--- src/rtl/reorder_buffer_pkg.sv ---
// Shared widths, defaults and the per-entry record for the reorder buffer.
package reorder_buffer_pkg;

    localparam int ROB_SIZE_DEF = 16;
    localparam int TAG_W_DEF    = 4;
    localparam int DATA_W       = 32;
    localparam int REG_W        = 5;

    localparam logic [REG_W-1:0] REG_NULL = '0;

    typedef struct packed {
        logic              busy;
        logic              ready;
        logic [REG_W-1:0]  rd;
        logic [DATA_W-1:0] value;
        logic              is_store;
        logic              is_branch;
        logic              pred_taken;
        logic              taken;
        logic [DATA_W-1:0] target;
    } rob_entry_t;

    function automatic logic is_mispredict(input rob_entry_t e);
        return e.is_branch && (e.taken != e.pred_taken);
    endfunction

endpackage

--- src/rtl/reorder_buffer.sv ---
// Circular in-order retirement buffer: tag allocation, CDB capture, operand
// forwarding, single-issue commit and mispredict flush.
module reorder_buffer
    import reorder_buffer_pkg::*;
#(
    parameter int ROB_SIZE = ROB_SIZE_DEF,
    parameter int TAG_W    = TAG_W_DEF
) (
    input  logic              clk_in,
    input  logic              rst_in,
    input  logic              rdy_in,

    input  logic              dispatcher_en_in,
    input  logic [REG_W-1:0]  dispatcher_rd_in,
    input  logic              dispatcher_is_store_in,
    input  logic              dispatcher_is_branch_in,
    input  logic              dispatcher_pred_taken_in,
    output logic [TAG_W-1:0]  dispatcher_tag_out,
    output logic              rob_full_out,

    input  logic [TAG_W-1:0]  dispatcher_q1_tag_in,
    output logic              dispatcher_q1_ready_out,
    output logic [DATA_W-1:0] dispatcher_q1_value_out,
    input  logic [TAG_W-1:0]  dispatcher_q2_tag_in,
    output logic              dispatcher_q2_ready_out,
    output logic [DATA_W-1:0] dispatcher_q2_value_out,

    input  logic              alu_en_in,
    input  logic [TAG_W-1:0]  alu_tag_in,
    input  logic [DATA_W-1:0] alu_value_in,
    input  logic              alu_taken_in,
    input  logic [DATA_W-1:0] alu_target_in,

    input  logic              lsb_en_in,
    input  logic [TAG_W-1:0]  lsb_tag_in,
    input  logic [DATA_W-1:0] lsb_value_in,

    output logic              rob_en_out,
    output logic [REG_W-1:0]  rob_reg_pos_out,
    output logic [TAG_W-1:0]  rob_dest_out,
    output logic [DATA_W-1:0] rob_value_out,
    output logic              lsb_commit_en_out,
    output logic [TAG_W-1:0]  lsb_commit_tag_out,
    output logic              flush_out,
    output logic [DATA_W-1:0] flush_pc_out
);

    localparam logic [TAG_W:0] FULL_CNT = ROB_SIZE[TAG_W:0];

    rob_entry_t       ent [ROB_SIZE];
    logic [TAG_W-1:0] head;
    logic [TAG_W-1:0] tail;
    logic [TAG_W:0]   count;

    rob_entry_t head_ent;
    logic       full;
    logic       can_retire;
    logic       do_flush;
    logic       do_disp;

    assign head_ent   = ent[head];
    assign full       = (count == FULL_CNT);
    assign can_retire = rdy_in && (count != '0) && head_ent.busy && head_ent.ready;
    assign do_flush   = can_retire && is_mispredict(head_ent);
    // A mispredict retiring this cycle wipes the tail, so any dispatch is dropped.
    assign do_disp    = rdy_in && dispatcher_en_in && !full && !do_flush;

    assign dispatcher_tag_out = tail;
    assign rob_full_out       = full;

    // Forwarding reads registered state only; the dispatcher snoops the CDB itself.
    assign dispatcher_q1_ready_out = ent[dispatcher_q1_tag_in].busy && ent[dispatcher_q1_tag_in].ready;
    assign dispatcher_q1_value_out = ent[dispatcher_q1_tag_in].value;
    assign dispatcher_q2_ready_out = ent[dispatcher_q2_tag_in].busy && ent[dispatcher_q2_tag_in].ready;
    assign dispatcher_q2_value_out = ent[dispatcher_q2_tag_in].value;

    always_ff @(posedge clk_in or posedge rst_in) begin
        if (rst_in) begin
            for (int i = 0; i < ROB_SIZE; i++) ent[i] <= '0;
        end else if (rdy_in) begin
            if (do_disp) begin
                ent[tail] <= '{busy: 1'b1, ready: 1'b0, rd: dispatcher_rd_in, value: '0,
                               is_store: dispatcher_is_store_in,
                               is_branch: dispatcher_is_branch_in,
                               pred_taken: dispatcher_pred_taken_in,
                               taken: 1'b0, target: '0};
            end
            if (alu_en_in && ent[alu_tag_in].busy) begin
                ent[alu_tag_in].ready  <= 1'b1;
                ent[alu_tag_in].value  <= alu_value_in;
                ent[alu_tag_in].taken  <= alu_taken_in;
                ent[alu_tag_in].target <= alu_target_in;
            end
            if (lsb_en_in && ent[lsb_tag_in].busy) begin
                ent[lsb_tag_in].ready <= 1'b1;
                ent[lsb_tag_in].value <= lsb_value_in;
            end
            if (can_retire) ent[head].busy <= 1'b0;
            if (do_flush) begin
                for (int i = 0; i < ROB_SIZE; i++) begin
                    ent[i].busy  <= 1'b0;
                    ent[i].ready <= 1'b0;
                end
            end
        end
    end

    always_ff @(posedge clk_in or posedge rst_in) begin
        if (rst_in) begin
            head  <= '0;
            tail  <= '0;
            count <= '0;
        end else if (do_flush) begin
            head  <= '0;
            tail  <= '0;
            count <= '0;
        end else if (rdy_in) begin
            if (can_retire) head <= head + TAG_W'(1);
            if (do_disp)    tail <= tail + TAG_W'(1);
            count <= count + {{TAG_W{1'b0}}, do_disp} - {{TAG_W{1'b0}}, can_retire};
        end
    end

    always_ff @(posedge clk_in or posedge rst_in) begin
        if (rst_in) begin
            rob_en_out         <= 1'b0;
            rob_reg_pos_out    <= '0;
            rob_dest_out       <= '0;
            rob_value_out      <= '0;
            lsb_commit_en_out  <= 1'b0;
            lsb_commit_tag_out <= '0;
            flush_out          <= 1'b0;
            flush_pc_out       <= '0;
        end else begin
            rob_en_out        <= 1'b0;
            lsb_commit_en_out <= 1'b0;
            flush_out         <= 1'b0;
            if (can_retire) begin
                if (do_flush) begin
                    // jalr still writes its link register on the way out
                    flush_out       <= 1'b1;
                    flush_pc_out    <= head_ent.target;
                    rob_en_out      <= (head_ent.rd != REG_NULL);
                    rob_reg_pos_out <= head_ent.rd;
                    rob_dest_out    <= head;
                    rob_value_out   <= head_ent.value;
                end else if (head_ent.is_store) begin
                    lsb_commit_en_out  <= 1'b1;
                    lsb_commit_tag_out <= head;
                end else begin
                    rob_en_out      <= (head_ent.rd != REG_NULL);
                    rob_reg_pos_out <= head_ent.rd;
                    rob_dest_out    <= head;
                    rob_value_out   <= head_ent.value;
                end
            end
        end
    end

endmodule

--- config.mk ---
export PLATFORM = sky130hd
export DESIGN_NAME = reorder_buffer
export DESIGN_NICKNAME = d
export VERILOG_FILES = /design/src/rtl/reorder_buffer_pkg.sv /design/src/rtl/reorder_buffer.sv
export SDC_FILE = /design/constraint.sdc
export NUM_CORES = 2
export LEC_CHECK = 0
export CAP_MARGIN = 25
export CELL_PAD_IN_SITES_DETAIL_PLACEMENT = 0
export CELL_PAD_IN_SITES_GLOBAL_PLACEMENT = 2
export CORE_MARGIN = 1.5
export CORE_UTILIZATION = 41
export CTS_CLUSTER_SIZE = 14
export DETAILED_ROUTE_END_ITERATION = 16
export GPL_TIMING_DRIVEN = 0
export PLACE_DENSITY_LB_ADDON = 0.05
export SETUP_SLACK_MARGIN = 0.02
export SLEW_MARGIN = 10
export SYNTH_ARGS = -nofsm -noshare
export SYNTH_HDL_FRONTEND = slang
export SYNTH_SLANG_ARGS = --single-unit
--- constraint.sdc ---
create_clock -name clk_in -period 65.6 [get_ports clk_in]
set_clock_uncertainty 0.1 [all_clocks]
set_input_delay 16.4 -clock clk_in [delete_from_list [all_inputs] [get_ports clk_in]]
set_output_delay 16.4 -clock clk_in [all_outputs]
set_load 0.05 [all_outputs]
# [Word level (Yosys, flattened, before mapping)]
# Index checks and enable logic that the tools add are counted.
[word_totals] mem_bits_ro=0 regBits=1293 n_memories=0 in_bits=127 latch_bits=0 ramBits=0 output_inout_bits=151 elab_cells=291
[classes] n_shift=0 n_bitwise=7 n_reduce_logical=28 mul=0 magnitude_cmp=10 n_eq_ne=3 muxes=84 add_sub_neg=4 div_mod_pow=0
[op_table] cell="$bwmux W1200" n=8
[op_table] cell="$mux W1200" n=7
[op_table] cell="$demux W75 S4" n=8
[op_table] cell="$bmux W75 S4" n=5
[op_table] cell="$mux W75" n=12
[op_table] cell="$mux W74" n=2
[op_table] cell="$mux W68" n=2
[op_table] cell="$mux W32" n=3
[op_table] cell="$mux W33" n=1
[op_table] cell="$mux W2" n=16
[op_table] cell="$mux W4" n=8
[op_table] cell="$ge A5 B5 Y1 const B" n=6
[op_table] cell="$not A4 Y5" n=6
[op_table] cell="$lt A5 B1 Y1 const B" n=4
[op_table] cell="$mux W5" n=4
[op_table] cell="$logic_and A1 B1 Y1" n=16
[op_table] cell="$reduce_bool A5 Y1" n=2
[op_table] cell="$add A4 B1 Y4 const B" n=2
[op_table] cell="$mux W1" n=8
[op_table] cell="$reduce_and A2 Y1" n=4
[op_table] cell="$reduce_bool A2 Y1" n=3
[op_table] cell="$add A5 B1 Y5" n=1
[op_table] cell="$eq A5 B5 Y1 const B" n=1
[op_table] cell="$sub A5 B1 Y5" n=1
[op_table] cell="5 further kinds" n=6

# [Logic depth before layout (Yosys ltp)]
[logic_depth] word_depth=24 depth_mapped=20 mapped_depth_nobuf=18

# [Least setup slack after synthesis]
# Ideal clock, no wire load.
[synth_timing] path_type="input-to-output" start="in dispatcher_q1_tag_in[1]" end="out dispatcher_q1_value_out[10]" path_slack_ns=30.550 cell_stages=4 t_arrival_ns=18.550 required_time_ns=49.100 n_path_buf=2 cell_sequence="clkbuf_1 -> buf_1 -> mux4_2 -> mux4_2"
[synth_between] elab_chain_len=4
[synth_rtl] element="start, declared" line="reorder_buffer.sv:21" source="input logic [TAG_W-1:0] dispatcher_q1_tag_in,"
[synth_rtl] element="$not A4 Y5 (not written as such)" line="reorder_buffer.sv:73" source="assign dispatcher_q1_value_out = ent[dispatcher_q1_tag_in].value;"
[synth_rtl] element="$bmux W75 S4" line="reorder_buffer.sv:73"
[synth_rtl] element="$mux W75 (not written as such) (2 in series)" line="reorder_buffer.sv:73"
[synth_rtl] element="end, declared" line="reorder_buffer.sv:23" source="output logic [DATA_W-1:0] dispatcher_q1_value_out,"
# Every way passes these cells. The select of a mux whose other input is x is not followed.

# [Final worst setup path]
[layout_timing] start="in dispatcher_q2_tag_in[0]" end="out dispatcher_q2_value_out[30]"
[layout_between] elab_chain_len=4
[layout_rtl] element="start, declared" line="reorder_buffer.sv:24" source="input logic [TAG_W-1:0] dispatcher_q2_tag_in,"
[layout_rtl] element="$not A4 Y5 (not written as such)" line="reorder_buffer.sv:75" source="assign dispatcher_q2_value_out = ent[dispatcher_q2_tag_in].value;"
[layout_rtl] element="$bmux W75 S4" line="reorder_buffer.sv:75"
[layout_rtl] element="$mux W75 (not written as such) (2 in series)" line="reorder_buffer.sv:75"
[layout_rtl] element="end, declared" line="reorder_buffer.sv:26" source="output logic [DATA_W-1:0] dispatcher_q2_value_out,"
# Every way passes these cells. The select of a mux whose other input is x is not followed.

==> results.cfg <==
[synth]
syn-num-nets = 8482
ys_top_cells_by_area = dfrtp_1, mux4_2, nand2_1
synth_area_leader_cell = dfrtp_1
async_flop_share = 1.00
synth_edf_count = 0
synthCells = 8340
yosysWarnings = 0
ys_seq_elements = 1293
synth_ff_type = dfrtp_1
synth.avg_cell_area_um2 = 9.72
syn-cell-area_um2 = 81000
ys_types = 64
synth_top_area_share = 0.399
yosysSeqAreaShare = 0.399

[floorplan]
io_pins = 278
core_um2 = 196000
die_x_um = 448
rows = 162
die_y_um = 448
start_util = 0.414
die_area_um2 = 200000

[timing]
period_share = 0.564
worstMarginPinSlew_ns = 1.30
max_freq_mhz = 27.0
setup_viol = 0
relSlewSlack = 0.133
rsz0062_at_grt = false
drv_slew = 0
hold_viol_final = 0
min_period_ns = 37.00

[clock_tree]
cts-root-buf = clkbuf_16
insertion_delay_ns = 0.87
cts_tree = yes
hold_buffers = 0
cts-htree-levels = 4
ctsResizeCount = 0
numCtsBuffers = 163
cts_setup_buffers = 0
clock_sinks = 1293
cts_buffer_depth = 3
cts.clk_slew.worst_paths_ns = 0.06

[worst_setup_path]
reg2reg_to = count[4]$_DFFE_PP0P_
crit_fanout = 10
cp-startpoint = dispatcher_q2_tag_in[0]
worstPathArrival_ns = 20.50
path_class = in2out
start_kind = input pin
reg2regPathDepth = 20
end_kind = output pin
worstReg2RegStart = head[0]$_DFFE_PP0P_
cp.required_ns = 49.10
ff2ff_setup_slack_ns = 59.96

[finish]
design_area_um2 = 95100
syn_to_final_growth_pct = 17.3
nNetsFinal = 9051
drive_above_1_share = 0.161

[grt]
grt_util_met3 = 0.149
first_global_vias = 74500
grtUsageMet2 = 0.679
overflow = 0
antenna_found_initial = 30
grt_max_degree = 111
grt_busiest_layer = met2
grt_pass1_wl_um = 636000
use_met1 = 0.553
grt.total_usage = 0.466

[placement]
placed_area_um2 = 88900
io_buffers = 203
dp_hpwl_um = 347000
place_congestion = 1.01

[routing]
vias = 80400
post_drt_wl_per_cell_um = 40.4
wl_um = 472000
drtAntennaViolNets = 0
viasPerCell = 6.86
dr.pass1.iters = 7
drtIter0Drc = 12400
drcViolationCount = 0

[hold_path]
hp-class = reg2reg
timing.hold.worst_path_depth = 1

[flow_run]
cap_viol_max_count = 0

[power_and_ir_drop]
ir_worst_vdd_mv = 0.0349
power_density_nw_per_um2 = 35.1
leakage_nw = 38.3
finalPower_mw = 3.33

[status]
status = complete, no violations
-- registers in the layout, summed over array words and instances, names as in the netlist, named ones only --
signal              cells
ent                  1072
flush_pc_out           32
rob_value_out          32
count                   5
rob_reg_pos_out         5
dispatcher_tag_out      4
head                    4
lsb_commit_tag_out      4
rob_dest_out            4
flush_out               1
lsb_commit_en_out       1
rob_en_out              1
-- cell usage after synthesis, drive strengths merged, types with 2 or more instances --
cell,number
nand2,1842
o21ai,1312
dfrtp,1293
clkbuf,818
mux4,693
a21oi,515
a22oi,480
mux2i,324
nand3,232
mux2,166
nor2,166
buf,163
a22o,64
nand4,44
o211ai,41
and3,27
inv,21
and2,20
ha,14
a31oi,13
a311oi,11
nor2b,9
o22a,8
o32ai,8
a2bb2oi,7
o22ai,6
o311ai,4
xnor2,4
xor2,4
a211oi,3
a21o,3
and3b,3
nor3,3
nor3b,3
and4,2
nand2b,2
-- final cells by class --
type                       count  area, um2
antenna                       43        108
timing repair buffer         404       5070
multi-input combinational   6045      44800
inverter                      21       86.3
buffer                       981       3930
fill                       18500     101000
clock buffer                 254       4880
sequential                  1293      32400
tap                         2624       3280
clock inverter                41        599
-- worst max-delay path: stages --
cell             delay [ns]
clkbuf_1               0.63
buf_1                  0.52
buf_6                  0.28
clkbuf_1               0.61
buf_8                  0.26
mux4_2                 0.40
mux4_2                 0.61
clkdlybuf4s50_1        0.75
-- worst max-delay path by stage --
stage,endpoint,slack (ns)
after floorplan,asynchronous set/reset pin,12.66
after global placement,ent[918]$_DFFE_PP0P_,-7.84
after detailed placement,dispatcher_q1_value_out[30],28.90
after CTS,dispatcher_q2_value_out[10],28.91
after global routing,dispatcher_q2_value_out[30],28.77
final,dispatcher_q2_value_out[30],28.60
-- logic make-up after synthesis --
logic type                 count (synthesis)  synth area share
AOI/OAI and AO/OA                       2483             0.176
xor gates and xnor gates                   8          0.000865
adders and majority gates                 15           0.00241
buffers and inverters                   1002            0.0484
DFF                                     1293             0.399
muxes                                   1183             0.256
and+or+nand+nor                         2356             0.117
-- per-stage QoR --
step	instances	setup slack [ns]	TNS [ns]	util	hold slack (ns)
final	11700	28.60	0	0.486	0.400
after detailed placement	11300	28.90	0	0.454	0.391
after floorplan	8340	12.66	0	-	0.372
after global routing	11700	28.77	0	0.486	0.413
after CTS	11600	28.91	0	0.482	0.404
after global placement	11200	-7.84	-9578.73	0.441	0.383
-- where the power goes --
group          switching [mW]  internal [mW]  leakage [nW]  total [mW]
clock                   0.410          0.535          2.67       0.945
sequential              0.142          0.939          12.5        1.08
combinational           0.835          0.473          23.1        1.31
total                    1.39           1.95          38.3        3.33
-- metal layers --
metal  up-vias  part of all wire
met2      6159              0.43
met4        24              0.11
met1     40700              0.35
met3      1816              0.11
met5         -           0.00054
li1      31700                 -
-- layout by cell type, fill, tap and decap left out, drive strengths merged, types with 27 or more instances in the layout --
cell type	count
mux4	693
clkdlybuf4s50	203
nand2	1842
diode	43
o21ai	1312
dfrtp	1293
clkinv	30
nand4	44
buf	364
mux2	166
a22oi	480
nand3	232
a21oi	515
and3	27
nor2	166
clkbuf	1072
mux2i	324
a22o	64
o211ai	41
Power figures use the tool's default switching activity.
